### config.mk
export PLATFORM = sky130hd
export DESIGN_NAME = mod_up_down_counter
export DESIGN_NICKNAME = d
export VERILOG_FILES = /design/src/rtl/ud_counter_pkg.sv /design/src/rtl/ud_next_state.sv /design/src/rtl/mod_up_down_counter.sv
export SDC_FILE = /design/constraint.sdc
export NUM_CORES = 1
export LEC_CHECK = 0
export ABC_AREA = 1
export CAP_MARGIN = 20
export CORE_AREA = 2 2 39 41
export CTS_CLUSTER_DIAMETER = 150
export DETAILED_ROUTE_END_ITERATION = 8
export DIE_AREA = 0 0 41 43
export HOLD_SLACK_MARGIN = 0.05
export SYNTH_ARGS = -nofsm -noshare
export SYNTH_HDL_FRONTEND = slang
export SYNTH_HIERARCHICAL = 1
export SYNTH_SLANG_ARGS = --single-unit
### constraint.sdc
create_clock -name Clk -period 1.7 [get_ports Clk]
set_clock_uncertainty 0.15 [all_clocks]
set_input_delay 0.51 -clock Clk [delete_from_list [all_inputs] [get_ports Clk]]
set_output_delay 0.51 -clock Clk [all_outputs]
set_load 0.005 [all_outputs]
### src/rtl/ud_counter_pkg.sv
// Shared constants for the modulo up/down counter.
// Direction encoding used on the M input; deliberately free of width-dependent types.
package ud_counter_pkg;

  localparam logic COUNT_UP   = 1'b0;
  localparam logic COUNT_DOWN = 1'b1;

endpackage

### src/rtl/ud_next_state.sv
// Combinational next-count, terminal-count and wrap-event logic for mod_up_down_counter.
// Compile option SATURATE_MODE_EN: terminal-count steps hold Q instead of wrapping.
module ud_next_state
  import ud_counter_pkg::*;
#(
  parameter int WIDTH   = 3,
  parameter int MODULUS = 8
) (
  input  logic [WIDTH-1:0] q,
  input  logic             en,
  input  logic             m,
  input  logic             load,
  input  logic [WIDTH-1:0] d,
  output logic [WIDTH-1:0] q_d,
  output logic             tc,
  output logic             wrap_d
);

  // MODULUS may equal 2^WIDTH, so the top count is the largest constant that fits.
  localparam logic [WIDTH-1:0] MAX_Q = WIDTH'(MODULUS - 1);
  localparam logic [WIDTH-1:0] ONE   = WIDTH'(1);

  always_comb begin
    tc     = (m == COUNT_UP) ? (q == MAX_Q) : (q == '0);
    q_d    = q;
    wrap_d = 1'b0;
    if (load) begin
      q_d = (d > MAX_Q) ? MAX_Q : d;
    end else if (en) begin
      wrap_d = tc;
      if (tc) begin
`ifdef SATURATE_MODE_EN
        q_d = q;
`else
        q_d = (m == COUNT_UP) ? '0 : MAX_Q;
`endif
      end else begin
        q_d = (m == COUNT_UP) ? q + ONE : q - ONE;
      end
    end
  end

endmodule

### src/rtl/mod_up_down_counter.sv
// Modulo-MODULUS up/down counter with parallel load, terminal count and wrap pulse.
// Compile option SATURATE_MODE_EN (handled in ud_next_state) selects saturation over wrap.
module mod_up_down_counter
  import ud_counter_pkg::*;
#(
  parameter int WIDTH   = 3,
  parameter int MODULUS = 8
) (
  input  logic             Clk,
  input  logic             Clr,
  input  logic             En,
  input  logic             M,
  input  logic             Load,
  input  logic [WIDTH-1:0] D,
  output logic [WIDTH-1:0] Q,
  output logic             Tc,
  output logic             Wrap
);

  logic [WIDTH-1:0] q_q;
  logic [WIDTH-1:0] q_d;
  logic             wrap_q;
  logic             wrap_d;

  ud_next_state #(
    .WIDTH  (WIDTH),
    .MODULUS(MODULUS)
  ) u_next (
    .q     (q_q),
    .en    (En),
    .m     (M),
    .load  (Load),
    .d     (D),
    .q_d   (q_d),
    .tc    (Tc),
    .wrap_d(wrap_d)
  );

  always_ff @(posedge Clk or negedge Clr) begin
    if (!Clr) begin
      q_q    <= '0;
      wrap_q <= 1'b0;
    end else begin
      q_q    <= q_d;
      wrap_q <= wrap_d;
    end
  end

  assign Q    = q_q;
  assign Wrap = wrap_q;

endmodule

Yosys cells after proc, flatten, opt, wreduce, memory -nomap -nowiden:

Cells that the tools add are included.

* flip-flop bits (word level): 4
* output and inout bits: 5
* bits of input ports: 8
* word-level logic and storage cells: 17
* bits in writable memories: 0
* bits in latches: 0
* memories kept: 0
* bits in read-only memories: 0

* bitwise gates (word level): 0
* $add $sub $neg: 2
* $lt $le $gt $ge: 1
* shifts and indexed selects: 0
* reductions and logical operators: 2
* equal/unequal tests: 1
* mux-type cells: 9
* multipliers: 0
* div/mod/pow operators: 0

Operators by type and width (number)
* $mux 3: 6
* $add 3x1->3 const B: 1
* $eq 3x3->1 const B: 1
* $gt 3x3->1 const B: 1
* $logic_not 3->1: 1
* $mux 1: 3
* $sub 3x1->3 const B: 1
* $reduce_bool 2->1: 1

Longest topological paths before layout:

* depth after elaboration: 5
* depth in mapped cells: 9
* depth with buffers taken out: 9

Hierarchy:

The synthesis kept the hierarchy.

Modules (own cells, without submodules)
* ud_next_state: cells an instance 36, instances 1, seq. area each 0.0 sq um, area an instance 170.2 sq um
* mod_up_down_counter: cells an instance 4, instances 1, seq. area each 100.1 sq um, area an instance 100.1 sq um

Least setup slack after synthesis:

No wires, ideal clock.

* path type: input port to output port
* start point: in M
* end point: out Tc
* data arrival time: 0.860 ns
* stages: 5
* buffers on the path: 0
* data required time: 1.040 ns
* slack: 0.180 ns
* cells stage by stage: inv_2 > nand2_2 > nor2_1 > nor2_2 > inv_1

* cells in the longest elaborated chain, start to end: 1

Ends and longest elaborated chain
* from (decl): RTL line mod_up_down_counter.sv:12 `input logic M,`
* $mux 1: RTL line ud_next_state.sv:24 `tc = (m == COUNT_UP) ? (q == MAX_Q) : (q == '0);`
* to (decl): RTL line mod_up_down_counter.sv:16 `output logic Tc,`

Every way passes these cells.

Worst setup path after layout:

* start point: reg q_q[2] (netlist: Q[2])
* end point: out Tc

* cells in the longest elaborated chain, start to end: 2
* elaborated cells on any way between the ends: 3
* classes of those cells: 1 x eq/ne; 1 x mux; 1 x reduce/logical

Ends and longest elaborated chain
* from (decl): RTL line mod_up_down_counter.sv:20 `logic [WIDTH-1:0] q_q;`
* from (signal assigned): RTL line mod_up_down_counter.sv:44 `q_q <= q_d;`
* $eq 3x3->1 or $logic_not 3->1 (tied branches): RTL line ud_next_state.sv:24
* $mux 1 (*): RTL line ud_next_state.sv:24

Every way passes the cells marked *; elsewhere a longest branch is shown, timed or not.

==> flow_summary.yaml <==
timing:
  setup_ws_ns: -0.0696
  whs_ns: 0.340
  tightest_slew_ns: 0.247
  hold_viol: 0
  slew_headroom: 0.835
  period_needed_ns: 1.77
  drv_slew: 0
  finalCritPeriodShare: 1.04
  fmaxAchievable_mhz: 565
  rsz0062_at_grt: "true"
  finalSetupViolations: 2
synthesis:
  syn_area_um2: 270
  seq_area_frac_synth: 0.370
  synth_top_cell_area_share: 0.370
  synth_cell_type_count: 13
  syn_area_per_cell_um2: 6.76
  synth_warnings: 6
  syn_inst: 40
  yosys-top-cells-area: "dfrtp_1 37%, nand2_1 21%, fa_1 7.4%, inv_1 6.9%, nor2_1 4.2%"
  yosys.area.top_type: "dfrtp_1"
  syn_nets: 49
  ys_seq_elements: 4
clock_network:
  cts_tree: "done"
  cts-root-buf: "clkbuf_4"
  cts_sinks: 4
  cts_buffer_depth: 2
  clk_latency_ns: 0.23
  holdBufCountCts: 0
  h-tree-depth: 1
  cts_buffers: 3
  clkTransAtPathRegs_ns: 0.03
grt:
  grt_overflow: 0
  met1_usage: 0.117
  top_usage_layer: "met2"
  grt_max_degree: 8
  grt.met2_usage: 0.159
  track_usage: 0.105
  first_global_vias: 356
  antenna_found_initial: 0
  grt_use_met3: 0.0262
  grt_pass1_wl_um: 1260
setup_path:
  crit_path_max_fanout: 3
  arrival_ns: 1.11
  cp.required_ns: 1.04
  crit_path_frequent_cell: "nor2_4"
  crit_slowest_cell: "dfrtp_1"
  critPathBufInv: 3
  critPathTopFamily: "flip-flops"
  cpPeakStageDelay_ns: 0.40
  crit_type: "flop to output port"
  cp-start-kind: "flop"
  end_kind: "output port"
  path_cells: "buf_6 -> nand2_4 -> nor2_4 -> nor2_4 -> inv_1 -> buf_2"
flow_run:
  cap_violations: 0
layout:
  syn2layout_area_growth_pct: 112
  finalInstanceArea_um2: 573
  final_common_cell: "nand2_1"
  fin_util: 0.414
  fin_cells: 86
  drive_above_1_share: 0.429
  layout_common_cells: "14 x nand2_1, 12 x buf_4, 6 x clkdlybuf4s50_1, 4 x dfrtp_1, 4 x inv_1"
  diodes: 0
  nets: 81
floorplan:
  start_util: 0.195
  num_io_pins: 13
  rows: 14
  die_w_um: 41
  die_h_um: 43
  dieArea_um2: 1760
  core_um2: 1380
route:
  first_pass_iters: 2
  final_antenna_net_count: 0
  routedWlPerCell_um: 8.98
  routed_wl_um: 772
  viasPerCell: 4.15
  num_vias: 357
  drtIter0Drc: 4
  drc: 0
status:
  violations: "setup timing"
  status: "finished, violations left"
placed_design:
  gp_routability_congestion: 0.742
  dp_hpwl_um: 532
  dp.cells: 77
  dpl_cell_area_um2: 478
  port-buffer-count: 12
power_and_ir_drop:
  total_power_uw: 408
  leakage_nw: 0.312
  vdd_drop_max_mv: 0.349
  pwr_density_cell_nw_per_um2: 712
worst_hold_path:
  hold_path_class: "input pin to asynchronous set/reset pin"
final cells by class:
| class | count | area (µm²) |
|---|---|---|
| tap | 16 | 20.0 |
| clock buffer | 3 | 22.5 |
| timing repair buffer | 27 | 225 |
| fill | 143 | 811 |
| sequential | 4 | 100 |
| multi-input combinational | 29 | 179 |
| inverter | 7 | 26.3 |
report_power, final:
part / internal, mW / total [mW] / leakage, nW / switching [mW]
logic: 0.105 / 0.183 / 0.249 / 0.0772
clock network: 0.0786 / 0.112 / 0.0138 / 0.0331
registers: 0.106 / 0.114 / 0.0496 / 0.00822
path summary, 6_finish.rpt:
kind / from / slack, ns / cells past startpoint / end
max in group asynchronous: Clr / 0.89 / 1 / Q[0]$_DFF_PN0_
min in group Clk: Q[1]$_DFF_PN0_ / 0.61 / 5 / Q[1]$_DFF_PN0_
max reg2reg: Q[0]$_DFF_PN0_ / 0.04 / 7 / Q[1]$_DFF_PN0_
min: Clr / 0.34 / 1 / Q[1]$_DFF_PN0_
max: Q[2]$_DFF_PN0_ / -0.07 / 6 / Tc
min reg2reg: Q[1]$_DFF_PN0_ / 0.61 / 5 / Q[1]$_DFF_PN0_
cell families (layout without fill, tap and decap cells):
logic type               Yosys count  in the layout  share of synthesized area
XOR/XNOR                           1              1                     0.0324
buffers and inverters              7             37                     0.0972
flip-flops                         4              4                      0.370
AO/OA/AOI/OAI                      4              4                     0.0741
adder cells (fa/ha/maj)            1              1                     0.0741
AND/OR/NAND/NOR                   23             23                      0.352
state kept, by name, summed over array words and instances, names as in the netlist:
| name | flops |
|---|---|
| Q | 3 |
| Wrap | 1 |
synthesized netlist by cell type (all sizes together):
| master | n |
|---|---|
| inv | 7 |
| a21oi | 2 |
| o21ai | 2 |
| xnor2 | 1 |
| nor2 | 4 |
| nor3 | 1 |
| nand2 | 16 |
| fa | 1 |
| dfrtp | 4 |
| nand3 | 2 |
timing repair:
action	in CTS	in global routing
endpoints found under the setup margin	7	4
pin swaps	3	1
resized for setup	23	5
buffers inserted	5	1
per-stage QoR:
stage | setup WS (ns) | TNS [ns]
5_1_grt | -0.138 | -0.289
6_report | -0.0696 | -0.0930
3_5_place_dp | -0.834 | -1.80
2_1_floorplan | 0.180 | 0
4_1_cts | -0.107 | -0.107
3_3_place_gp | -0.849 | -1.80
metal layers:
metal / share of wire / vias up
li1: - / 183
met1: 0.35 / 166
met2: 0.59 / 8
met3: 0.061 / 0
met4: 0 / 0
met5: 0 / -
No activity file was read; power rests on OpenSTA's default activity.
